--- src/rtl/spike_event_arbiter.sv ---
// spike_event_arbiter
//   Round-robin merge of NUM_REQ neuron-side valid/ready event sources into a
//   single registered output stage. Each event is tagged with its source index.
//   Pop and push can happen in the same cycle, so sustained throughput is one
//   event per cycle.
//
// Ports
//   clk, rst_n  : clock, asynchronous active-low reset
//   arb_en      : 1 = new grants allowed; 0 = output stage still drains
//   req_valid   : per-requester event present
//   req_data    : per-requester payload, requester i at [i*DATA_W +: DATA_W]
//   req_ready   : one-hot (or zero) grant, combinational
//   out_valid   : output stage holds an event
//   out_data    : held payload
//   out_id      : source index of held payload
//   out_ready   : downstream accept
//   busy        : out_valid or any request pending
module spike_event_arbiter #(
  parameter int NUM_REQ = 4,
  parameter int DATA_W  = 8,
  parameter int ID_W    = 2
) (
  input  logic                      clk,
  input  logic                      rst_n,
  input  logic                      arb_en,
  input  logic [NUM_REQ-1:0]        req_valid,
  input  logic [NUM_REQ*DATA_W-1:0] req_data,
  output logic [NUM_REQ-1:0]        req_ready,
  output logic                      out_valid,
  output logic [DATA_W-1:0]         out_data,
  output logic [ID_W-1:0]           out_id,
  input  logic                      out_ready,
  output logic                      busy
);

  logic              full;
  logic [DATA_W-1:0] data_q;
  logic [ID_W-1:0]   id_q;
  logic [ID_W-1:0]   rr_ptr;

  logic [2*NUM_REQ-1:0] req_dbl;
  logic [NUM_REQ-1:0]   req_rot;
  logic [ID_W-1:0]      offset;
  logic                 hit;
  logic [ID_W:0]        idx_sum;
  logic [ID_W-1:0]      winner;
  logic [ID_W:0]        ptr_inc;
  logic [ID_W-1:0]      rr_next;
  logic [DATA_W-1:0]    win_data;
  logic                 can_accept;
  logic                 push;

  // Rotate the request vector so rr_ptr lands on bit 0; the first set bit of
  // the rotated vector is then the round-robin winner's distance from rr_ptr.
  assign req_dbl = {req_valid, req_valid};
  assign req_rot = NUM_REQ'(req_dbl >> rr_ptr);

  always_comb begin
    offset = '0;
    hit    = 1'b0;
    for (int k = 0; k < NUM_REQ; k++) begin
      if (!hit && req_rot[k]) begin
        hit    = 1'b1;
        offset = ID_W'(k);
      end
    end
  end

  // Modulo-NUM_REQ add; handles NUM_REQ that is not a power of two.
  assign idx_sum = {1'b0, rr_ptr} + {1'b0, offset};
  assign winner  = (idx_sum >= (ID_W+1)'(NUM_REQ)) ?
                   ID_W'(idx_sum - (ID_W+1)'(NUM_REQ)) : idx_sum[ID_W-1:0];

  assign ptr_inc = {1'b0, winner} + (ID_W+1)'(1);
  assign rr_next = (ptr_inc == (ID_W+1)'(NUM_REQ)) ? '0 : ptr_inc[ID_W-1:0];

  // Constant-index mux keeps req_data out of every combinational output path.
  always_comb begin
    win_data = '0;
    for (int k = 0; k < NUM_REQ; k++) begin
      if (winner == ID_W'(k)) win_data = req_data[k*DATA_W +: DATA_W];
    end
  end

  assign can_accept = arb_en & (~full | out_ready);
  // rst_n gates the grant so no requester sees a handshake while in reset.
  assign push       = can_accept & hit & rst_n;

  always_comb begin
    req_ready = '0;
    for (int k = 0; k < NUM_REQ; k++) begin
      if (push && (winner == ID_W'(k))) req_ready[k] = 1'b1;
    end
  end

  always_ff @(posedge clk or negedge rst_n) begin
    if (!rst_n) begin
      full   <= 1'b0;
      data_q <= '0;
      id_q   <= '0;
      rr_ptr <= '0;
    end else begin
      if (push) begin
        full   <= 1'b1;
        data_q <= win_data;
        id_q   <= winner;
        rr_ptr <= rr_next;
      end else if (full && out_ready) begin
        full <= 1'b0;
      end
    end
  end

  assign out_valid = full;
  assign out_data  = data_q;
  assign out_id    = id_q;
  assign busy      = full | (|req_valid);

endmodule

--- config.mk ---
export PLATFORM = sky130hd
export DESIGN_NAME = spike_event_arbiter
export DESIGN_NICKNAME = d
export VERILOG_FILES = /design/src/rtl/spike_event_arbiter.sv
export SDC_FILE = /design/constraint.sdc
export NUM_CORES = 1
export LEC_CHECK = 0
export ABC_CLOCK_PERIOD_IN_PS = 3500
export BUFFER_PORTS_ARGS = -buffer_cell sky130_fd_sc_hd__clkbuf_2
export CORE_MARGIN = 2
export CORE_UTILIZATION = 44
export CTS_CLUSTER_SIZE = 14
export DETAILED_ROUTE_END_ITERATION = 12
export GPL_TIMING_DRIVEN = 0
export PLACE_DENSITY_LB_ADDON = 0.1
export SYNTH_ARGS = -nofsm -noshare
export SYNTH_HDL_FRONTEND = slang
export SYNTH_SLANG_ARGS = --single-unit
--- constraint.sdc ---
create_clock -name clk -period 3.5 [get_ports clk]
set_clock_uncertainty 0.2 [all_clocks]
set_input_delay 0.525 -clock clk [delete_from_list [all_inputs] [get_ports clk]]
set_output_delay 0.525 -clock clk [all_outputs]
set_load 0.01 [all_outputs]
==> impl_metrics.json, run 1 <==
{
  "grt_pass1_wl_um": 4420,
  "synth.yosys.warnings": 0,
  "drc": 0,
  "cellPowerDensity_nw_per_um2": 1120,
  "dp_hpwl_um": 2080,
  "synth.ff_latch_count": 13,
  "max_slew_margin_pct": 67.3,
  "final.min_clock_period_ps": 3390,
  "layout_common_cells": "sky130_fd_sc_hd__clkbuf_2 (52), sky130_fd_sc_hd__nand2_1 (13), sky130_fd_sc_hd__dfrtp_1 (13)",
  "cts_tree": "done",
  "fp-row-count": 17,
  "worstPathRequired_ps": 2770,
  "synth-edff-count": 0,
  "synth_fp_nets": 164,
  "power.share.clock_pct": 5.8,
  "part_of_the_total_power_dissipated_in_sequential_elements_pct": 14.9,
  "leading_cell_type_in_the_layout_fill_and_taps_excluded": "sky130_fd_sc_hd__clkbuf_2",
  "design.die.area_um2": 2800,
  "synth.top_cell.area_share_pct": 30.9,
  "fraction_of_layout_cells_with_a_size_suffix_above_1_pct": 50.5,
  "detail_route.wl_per_cell_um": 13.8,
  "cts-root-to-sink-buffers": 2,
  "timing.critical_path.to_type": "output pin",
  "worst-setup-path-type": "reg -> out",
  "maxSlewViolCount": 0,
  "maxCapViolCount": 0,
  "antenna_found_initial": 0,
  "worst_setup_hold_path_clk_slew_ps": 90,
  "die_width_um": 52.9,
  "first_pass_iters": 4,
  "design.final.nets": 230,
  "globalplace.congestion": 0.740,
  "n_fill_cell": 182,
  "path_max_fanout": 10,
  "power_switching_uw": 789,
  "grt_overflow_total": 0,
  "initial_detailed_routing_violation_count": 25,
  "grt_pass1_vias": 961,
  "synth.yosys.seq_area_share_pct": 30.9,
  "placeableCoreArea_um2": 2230,
  "yosys.cell_types.count": 37,
  "die-height_um": 52.9,
  "power_report.internal_total_uw": 954,
  "tritoncts_num_sinks": 13,
  "layout_setup_ws_ps": 110,
  "run_status": "finished clean",
  "cts_buffers": 3,
  "layout_worst_path_cycle_share_pct": 96.9,
  "ys.flop_type": "sky130_fd_sc_hd__dfrtp_1",
  "postRouteAntennaNets": 0,
  "pwr-share-comb_pct": 79.3,
  "worstPathArrival_ps": 2670,
  "ys_top_cells_by_area": "sky130_fd_sc_hd__dfrtp_1 (31%), sky130_fd_sc_hd__a221o_1 (6.7%), sky130_fd_sc_hd__ha_1 (5.9%)",
  "maximum_operating_frequency_mhz": 295,
  "port_buffers": 53,
  "setup_repair_after_global_routing_missed_its_margin": "no",
  "synth.cell_area_um2": 1050,
  "post_drt_via_cell_ratio": 5.50,
  "p_leak_uw": 0.000707,
  "ctsRootBufferMaster": "sky130_fd_sc_hd__clkbuf_4",
  "area.growth.synth_to_final_pct": 47.9,
  "clock_tree.htree_level_count": 1,
  "finalHoldViolations": 0,
  "worstHoldPathType": "in -> reg",
  "io_pins": 56,
  "power_switching_share_pct": 45.3,
  "worst_slew_pin_tran_ps": 489,
  "drt-total-wl_um": 2920,
  "vdd_drop_max_uv": 659,
  "dp_worst_setup_slack_ps": -396,
  "fin_util_pct": 69.7,
  "ff_latch_area_um2": 325,
  "worstSetupStartpointType": "register",
  "num_vias": 1167,
  "floorplan.initialDensity_pct": 47.2,
  "antenna-diode-count": 0,
  "synth_async_sr_flop_share_pct": 100,
  "setup_violations": 0,
  "synth_area_per_cell_um2": 8.85,
  "clock_insertion_delay_worst_skew_ps": 290,
  "global_route.usage.total_pct": 21.5,
  "multi_input_gate_area_um2": 744,
  "grt_max_degree": 15,
  "post_synth_inst_count": 119,
  "yosysTopAreaCell": "sky130_fd_sc_hd__dfrtp_1"
}
==> cell type report <==
type                       instances  share of cell area [%]
sequential                        13                    20.9
timing repair buffer              63                    22.0
clock buffer                       4                    1.69
tap                               28                    2.25
multi-input combinational         92                    47.8
buffer                             8                    3.69
inverter                           4                    1.69
==> stage by stage <==
stage	instances	total power [uW]	instance area [um^2]	TNS, ps	hold WS [ps]
5_1_grt	212	1890	1560	0	268
4_1_cts	206	1530	1460	-71.8	273
6_report	212	1740	1560	0	270
2_1_floorplan	119	1050	1060	0	29.4
3_5_place_dp	200	1300	1360	-690	252
3_3_place_gp	200	1280	1360	-546	244
==> final timing paths <==
path | from | endpoint | cells past startpoint | slack, ps
max | rr_ptr[0] | req_ready[2] | 12 | 110
min | req_data[25] | out_data[1] | 3 | 270
max reg2reg | rr_ptr[0] | out_data[4] | 12 | 310
min reg2reg | out_id[1] | out_id[1] | 2 | 320
max in group asynchronous | rst_n | out_data[5] | 2 | 2380
min in group asynchronous | rst_n | out_id[1] | 2 | 460
==> cell usage after synthesis (4+ instances only) <==
cell and count:
sky130_fd_sc_hd__o211ai_1 8, sky130_fd_sc_hd__buf_2 5, sky130_fd_sc_hd__nor2b_1 4, sky130_fd_sc_hd__ha_1 5, sky130_fd_sc_hd__a31oi_1 8, sky130_fd_sc_hd__dfrtp_1 13
sky130_fd_sc_hd__nand2_1 13, sky130_fd_sc_hd__a21oi_1 4, sky130_fd_sc_hd__a221o_1 7, sky130_fd_sc_hd__nor2_1 10
==> routing by layer <==
layer / vias up / global-route usage, % / routed length, um
li1: 575 / - / -
met1: 555 / 29.3 / 1370
met2: 33 / 34.8 / 1390
met3: 4 / 3.39 / 132
met4: 0 / 6.41 / 27
met5: - / 0 / 0
==> power by group through the flow <==
stage                     registers, uW  logic, uW  clock network [uW]
final                               260       1380                 101
after global routing                271       1520                 109
after CTS                           259       1170                 102
after detailed placement            264       1040                   0
after global placement              260       1020                   0
after floorplan                     289        759                   0
==> registers in the layout, summed over array words and instances, names as in the netlist <==
register   cells
out_id         2
out_data       8
out_valid      1
rr_ptr         2
==> worst max-delay path: stages (launching register included) <==
cell and delay (ps):
sky130_fd_sc_hd__dfrtp_1 410, sky130_fd_sc_hd__buf_6 150, sky130_fd_sc_hd__nor3_2 170, sky130_fd_sc_hd__a31oi_1 50, sky130_fd_sc_hd__o211ai_1 210, sky130_fd_sc_hd__ha_2 260
sky130_fd_sc_hd__xor2_4 240, sky130_fd_sc_hd__xor2_4 220, sky130_fd_sc_hd__ha_2 210, sky130_fd_sc_hd__buf_6 110, sky130_fd_sc_hd__inv_8 40, sky130_fd_sc_hd__nor4_2 120
sky130_fd_sc_hd__buf_2 170
==> cells by family (layout without fill, tap and decap cells) <==
logic type / after synthesis / in the layout / synth area share (%)
and+or+nand+nor: 48 / 48 / 26.1
AOI/OAI and AO/OA: 33 / 33 / 23.2
buffers and inverters: 14 / 79 / 6.41
DFF: 13 / 13 / 30.9
adders and majority gates: 5 / 5 / 5.94
xor gates and xnor gates: 3 / 3 / 4.28
muxes: 3 / 3 / 3.21
==> timing repair <==
action	in CTS	in global routing
setup endpoints to repair	3	9
hold buffers	1	0
setup buffers	3	6
hold endpoints to repair	13	0
pin swaps	6	7
gates resized for setup	12	11
(Power assumes the default switching activity.)
==> inputs of run 2 (changes only) <==
--- a/config.mk
+++ b/config.mk
@@ -6,7 +6,7 @@
 export NUM_CORES = 1
 export LEC_CHECK = 0
 export ABC_CLOCK_PERIOD_IN_PS = 3500
-export BUFFER_PORTS_ARGS = -buffer_cell sky130_fd_sc_hd__clkbuf_2
+export BUFFER_PORTS_ARGS = -buffer_cell sky130_fd_sc_hd__buf_2
 export CORE_MARGIN = 2
 export CORE_UTILIZATION = 44
 export CTS_CLUSTER_SIZE = 14
==> run 2 against run 1 <==
Compared with the run above:
- cell count shrank 0.94%
- die area unchanged
- global-route usage rose by 0.50 points
- wire length rose by 1.3%
- critical path depth is 1 lower
- final area down 1.4%
- non-clock buffer count decreased by 2
- register-to-register slack better by 30 ps
==> impl_metrics.json, run 2 (same netlist as run 1, synthesis figures left out) <==
{
  "cts-root-to-sink-buffers": 2,
  "die_width_um": 52.9,
  "layout_common_cells": "sky130_fd_sc_hd__buf_2 (57), sky130_fd_sc_hd__nand2_1 (13), sky130_fd_sc_hd__dfrtp_1 (13)",
  "min_delay_worst_endpoint": "out_data[1]",
  "globalplace.congestion": 0.743,
  "largest_register_ff_count": 8,
  "timing.critical_path.to_type": "output pin",
  "placeableCoreArea_um2": 2230,
  "power_switching_uw": 753,
  "clock_insertion_delay_worst_skew_ps": 280,
  "worst_slew_pin_tran_ps": 503,
  "finalPower_uw": 1660,
  "regToRegEndpoint": "out_data[5]",
  "area.growth.synth_to_final_pct": 45.8,
  "power.share.clock_pct": 5.7,
  "setup_violations": 0,
  "ctsRootBufferMaster": "sky130_fd_sc_hd__clkbuf_4",
  "fraction_of_layout_cells_with_a_size_suffix_above_1_pct": 50.0,
  "vdd_drop_max_uv": 637,
  "initial_detailed_routing_violation_count": 12,
  "power_report.internal_total_uw": 904,
  "layout_setup_ws_ps": 108,
  "port_buffers": 53,
  "io_pins": 56,
  "dp_hpwl_um": 2150,
  "global_route.usage.total_pct": 22.0,
  "worst-setup-path-type": "reg -> out",
  "cts_buffers": 3,
  "worstSetupStartpointType": "register",
  "maxSlewViolCount": 0,
  "cellPowerDensity_nw_per_um2": 1080,
  "whs_path_depth": 3,
  "worstHoldPathType": "in -> reg",
  "power_switching_share_pct": 45.5,
  "max_slew_margin_pct": 66.4,
  "post_drt_via_cell_ratio": 5.47,
  "leading_cell_type_in_the_layout_fill_and_taps_excluded": "sky130_fd_sc_hd__buf_2",
  "tritoncts_num_sinks": 13,
  "cts_tree": "done",
  "worstPathRequired_ps": 2770,
  "drt-total-wl_um": 2960,
  "pwr-share-comb_pct": 78.7,
  "num_vias": 1149,
  "ff_latch_area_um2": 325,
  "antenna-diode-count": 0,
  "drc": 0,
  "antenna_found_initial": 0,
  "clock_tree.htree_level_count": 1,
  "detail_route.wl_per_cell_um": 14.1,
  "dp_worst_setup_slack_ps": -331,
  "fp-row-count": 17,
  "grt_pass1_vias": 990,
  "layout_worst_path_cycle_share_pct": 96.9,
  "run_status": "finished clean",
  "design.final.nets": 228,
  "worst-r2r-cell-count": 13,
  "design.die.area_um2": 2800,
  "grt_max_degree": 15,
  "grt_overflow_total": 0,
  "final.min_clock_period_ps": 3390,
  "worstPathArrival_ps": 2670,
  "fin_util_pct": 68.8,
  "maximum_operating_frequency_mhz": 295,
  "die-height_um": 52.9,
  "postRouteAntennaNets": 0,
  "worst_setup_hold_path_clk_slew_ps": 80,
  "multi_input_gate_area_um2": 744,
  "r2r_slack_ps": 340,
  "n_fill_cell": 198,
  "hold_path_startpoint": "req_data[25]",
  "maxCapViolCount": 0,
  "part_of_the_total_power_dissipated_in_sequential_elements_pct": 15.6,
  "floorplan.initialDensity_pct": 47.2,
  "grt_pass1_wl_um": 4510,
  "p_leak_uw": 0.000685,
  "regToRegStartpoint": "rr_ptr[0]",
  "first_pass_iters": 4,
  "finalHoldViolations": 0,
  "path_max_fanout": 5
}
[run 2: critical path, cell delays in order, from the launching register on]
cell and delay [ps]:
sky130_fd_sc_hd__dfrtp_1 410, sky130_fd_sc_hd__buf_6 140, sky130_fd_sc_hd__nor3_2 160, sky130_fd_sc_hd__a31oi_1 60, sky130_fd_sc_hd__o211ai_1 190, sky130_fd_sc_hd__ha_2 260, sky130_fd_sc_hd__xor2_4 240, sky130_fd_sc_hd__xor2_4 230
sky130_fd_sc_hd__ha_4 190, sky130_fd_sc_hd__clkinvlp_4 90, sky130_fd_sc_hd__nor4_2 260, sky130_fd_sc_hd__buf_2 170
[run 2: final cells by class]
type	instances	area share (%)
Sequential cell	13	21.2
Clock buffer	4	1.71
Multi-Input combinational cell	92	48.5
Timing Repair Buffer	62	21.7
Inverter	4	1.71
Tap cell	28	2.28
Buffer	7	3.01
[run 2: repair_timing]
item / CTS / global route
cloned: 0 / 1
setup buffers: 3 / 4
hold endpoints to repair: 13 / 0
gates resized for setup: 13 / 8
hold buffers: 1 / 0
setup endpoints to repair: 3 / 3
pin swaps: 5 / 8
[run 2: through the flow]
| stage | area, um^2 | std cells | hold slack (ps) | setup TNS [ps] |
|---|---|---|---|---|
| after global placement | 1360 | 200 | 233 | -513 |
| final | 1540 | 210 | 295 | 0 |
| after detailed placement | 1360 | 200 | 241 | -547 |
| after floorplan | 1060 | 119 | 29.4 | 0 |
| after global routing | 1540 | 210 | 302 | -10.7 |
| after CTS | 1470 | 206 | 290 | -13.5 |
[run 2: power groups by stage]
stage | clock network, uW | registers, uW | logic [uW]
after floorplan | 0 | 289 | 759
after global placement | 0 | 258 | 1020
after detailed placement | 0 | 261 | 1040
after CTS | 97.7 | 258 | 1180
after global routing | 102 | 266 | 1450
final | 94.0 | 259 | 1300
[run 2: how the worst max path moves through the flow]
| stage | endpoint | startpoint | slack (ps) |
|---|---|---|---|
| 2_1_floorplan | req_ready[2] | req_valid[2] | 70 |
| 3_3_place_gp | req_ready[3] | req_valid[1] | -320 |
| 3_5_place_dp | req_ready[3] | req_valid[2] | -330 |
| 4_1_cts | req_ready[3] | rr_ptr[0] | -10 |
| 5_1_grt | req_ready[3] | rr_ptr[0] | -10 |
| 6_report | req_ready[3] | rr_ptr[0] | 110 |
[run 2: per-layer routing]
layer  track usage (%)  vias up  wire [um]
li1                  -      570          -
met1              28.9      543       1250
met2              36.7       34       1510
met3              5.65        2        180
met4              3.85        0         13
met5                 0        -          0
==> inputs of run 3 (changes only) <==
--- a/config.mk
+++ b/config.mk
@@ -12,7 +12,8 @@
 export CTS_CLUSTER_SIZE = 14
 export DETAILED_ROUTE_END_ITERATION = 12
 export GPL_TIMING_DRIVEN = 0
-export PLACE_DENSITY_LB_ADDON = 0.1
+export HOLD_SLACK_MARGIN = 0.05
+export PLACE_DENSITY = 0.89
 export SYNTH_ARGS = -nofsm -noshare
 export SYNTH_HDL_FRONTEND = slang
 export SYNTH_SLANG_ARGS = --single-unit
==> run 3 against run 2 <==
Compared with the run above:
- final area decreased by 0.16%
- critical path depth increased by 2
- die area unchanged
- largest cell class unchanged
- maximum frequency decreased by 1.5%
==> impl_metrics.json, run 3 (same netlist as run 1, synthesis figures left out) <==
{
  "run_status": "finished clean",
  "drt-total-wl_um": 3430,
  "port_buffers": 53,
  "worst-setup-path-type": "reg -> out",
  "cellPowerDensity_nw_per_um2": 1120,
  "power_switching_uw": 811,
  "worstSetupStartpointType": "register",
  "worstHoldPathType": "in -> reg",
  "cts-root-to-sink-buffers": 2,
  "layout_setup_ws_ps": 57.4,
  "maximum_operating_frequency_mhz": 290,
  "antenna_found_initial": 0,
  "postRouteAntennaNets": 0,
  "num_vias": 1230,
  "maxCapViolCount": 0,
  "global_route.usage.total_pct": 23.1,
  "final_cells": 210,
  "dp_worst_setup_slack_ps": -354,
  "worstPathRequired_ps": 2770,
  "max_slew_margin_pct": 67.2,
  "clock_insertion_delay_worst_skew_ps": 300,
  "final.min_clock_period_ps": 3440,
  "cts_buffers": 3,
  "floorplan.initialDensity_pct": 47.2,
  "drc": 0,
  "grt_overflow_total": 0,
  "maxSlewViolCount": 0,
  "power_report.internal_total_uw": 907,
  "p_leak_uw": 0.000688,
  "fin_util_pct": 68.7,
  "cts_tree": "done",
  "placedCellCount": 200,
  "grt_pass1_wl_um": 4680,
  "area.growth.synth_to_final_pct": 45.6,
  "vdd_drop_max_uv": 598,
  "design.final.nets": 228,
  "setup_violations": 0,
  "die-height_um": 52.9,
  "detail_route.wl_per_cell_um": 16.3,
  "part_of_the_total_power_dissipated_in_sequential_elements_pct": 15.0,
  "worst_setup_hold_path_clk_slew_ps": 90,
  "tritoncts_num_sinks": 13,
  "pwr-share-comb_pct": 79.0,
  "initial_detailed_routing_violation_count": 39,
  "timing.critical_path.to_type": "output pin",
  "layout_worst_path_cycle_share_pct": 98.4,
  "path_max_fanout": 9,
  "die_width_um": 52.9,
  "clock_tree.htree_level_count": 1,
  "post_drt_via_cell_ratio": 5.86,
  "worst_hold_slack_ps": 281,
  "largest_register_ff_count": 8,
  "worstPathArrival_ps": 2720,
  "first_pass_iters": 4,
  "io_pins": 56,
  "layout_common_cells": "sky130_fd_sc_hd__buf_2 (55), sky130_fd_sc_hd__nand2_1 (13), sky130_fd_sc_hd__dfrtp_1 (13)",
  "finalHoldViolations": 0,
  "placeableCoreArea_um2": 2230,
  "design.die.area_um2": 2800,
  "leading_cell_type_in_the_layout_fill_and_taps_excluded": "sky130_fd_sc_hd__buf_2",
  "globalplace.congestion": 0.733,
  "grt_max_degree": 15,
  "antenna-diode-count": 0,
  "power.share.clock_pct": 6.0,
  "fraction_of_layout_cells_with_a_size_suffix_above_1_pct": 50.5,
  "dp_hpwl_um": 2120,
  "worst_slew_pin_tran_ps": 491,
  "ctsRootBufferMaster": "sky130_fd_sc_hd__clkbuf_4",
  "setup_repair_after_global_routing_missed_its_margin": "yes",
  "grt_pass1_vias": 1048,
  "fp-row-count": 17,
  "power_switching_share_pct": 47.2
}
[run 3: critical path: stages (launching register included)]
cell and delay [ps]:
sky130_fd_sc_hd__dfrtp_1 370, sky130_fd_sc_hd__buf_6 160, sky130_fd_sc_hd__nand2_1 60, sky130_fd_sc_hd__o22ai_1 160, sky130_fd_sc_hd__nand2_1 70, sky130_fd_sc_hd__o211ai_1 100
sky130_fd_sc_hd__ha_2 260, sky130_fd_sc_hd__xor2_4 210, sky130_fd_sc_hd__xor2_2 240, sky130_fd_sc_hd__ha_2 230, sky130_fd_sc_hd__buf_6 120, sky130_fd_sc_hd__inv_8 40
sky130_fd_sc_hd__nor4_2 240, sky130_fd_sc_hd__buf_2 160
[run 3: final timing paths]
kind / startpoint / end / slack [ps] / cells past startpoint
hold / removal: req_data[24] / out_data[0] / 280 / 3
min in group asynchronous: rst_n / out_data[0] / 480 / 2
hold reg to reg: out_id[1] / out_id[1] / 320 / 2
setup / recovery: rr_ptr[0] / req_ready[2] / 60 / 13
max in group asynchronous: rst_n / out_data[3] / 2370 / 2
setup reg to reg: rr_ptr[0] / out_data[5] / 240 / 15
[run 3: area by class of cell]
class / instances / area, um^2
inverter: 4 / 26.3
multi-input combinational: 92 / 733
clock buffer: 4 / 26.3
buffer: 8 / 57.6
sequential: 13 / 325
timing repair buffer: 61 / 330
fill: 166 / 699
tap: 28 / 35.0
[run 3: power by group through the flow]
stage | Combinational [uW] | Clock [uW] | Sequential [uW]
floorplan | 759 | 0 | 289
global placement | 1010 | 0 | 258
detailed placement | 1050 | 0 | 260
CTS | 1210 | 99.5 | 256
global route | 1470 | 112 | 265
finish | 1360 | 104 | 257
[run 3: repair_timing]
item	CTS	global route
endpoints found under the hold margin	13	0
setup endpoints to repair	3	4
hold buffers	1	0
buffers inserted	3	4
pin swaps	6	7
resized for setup	14	9
[run 3: layer usage]
metal / wire length, um / share of wire (%) / track usage (%)
met4: 152 / 4.4 / 10.3
met5: 0 / 0 / 0
met1: 1330 / 39 / 28.7
met2: 1700 / 50 / 39.2
met3: 247 / 7.2 / 3.39
[run 3: through the flow]
| stage | TNS, ps | power, uW | instance area [um^2] |
|---|---|---|---|
| detailed placement | -505 | 1310 | 1360 |
| finish | 0 | 1720 | 1530 |
| global route | -152 | 1850 | 1530 |
| CTS | 0 | 1560 | 1470 |
| floorplan | 0 | 1050 | 1060 |
| global placement | -408 | 1260 | 1360 |
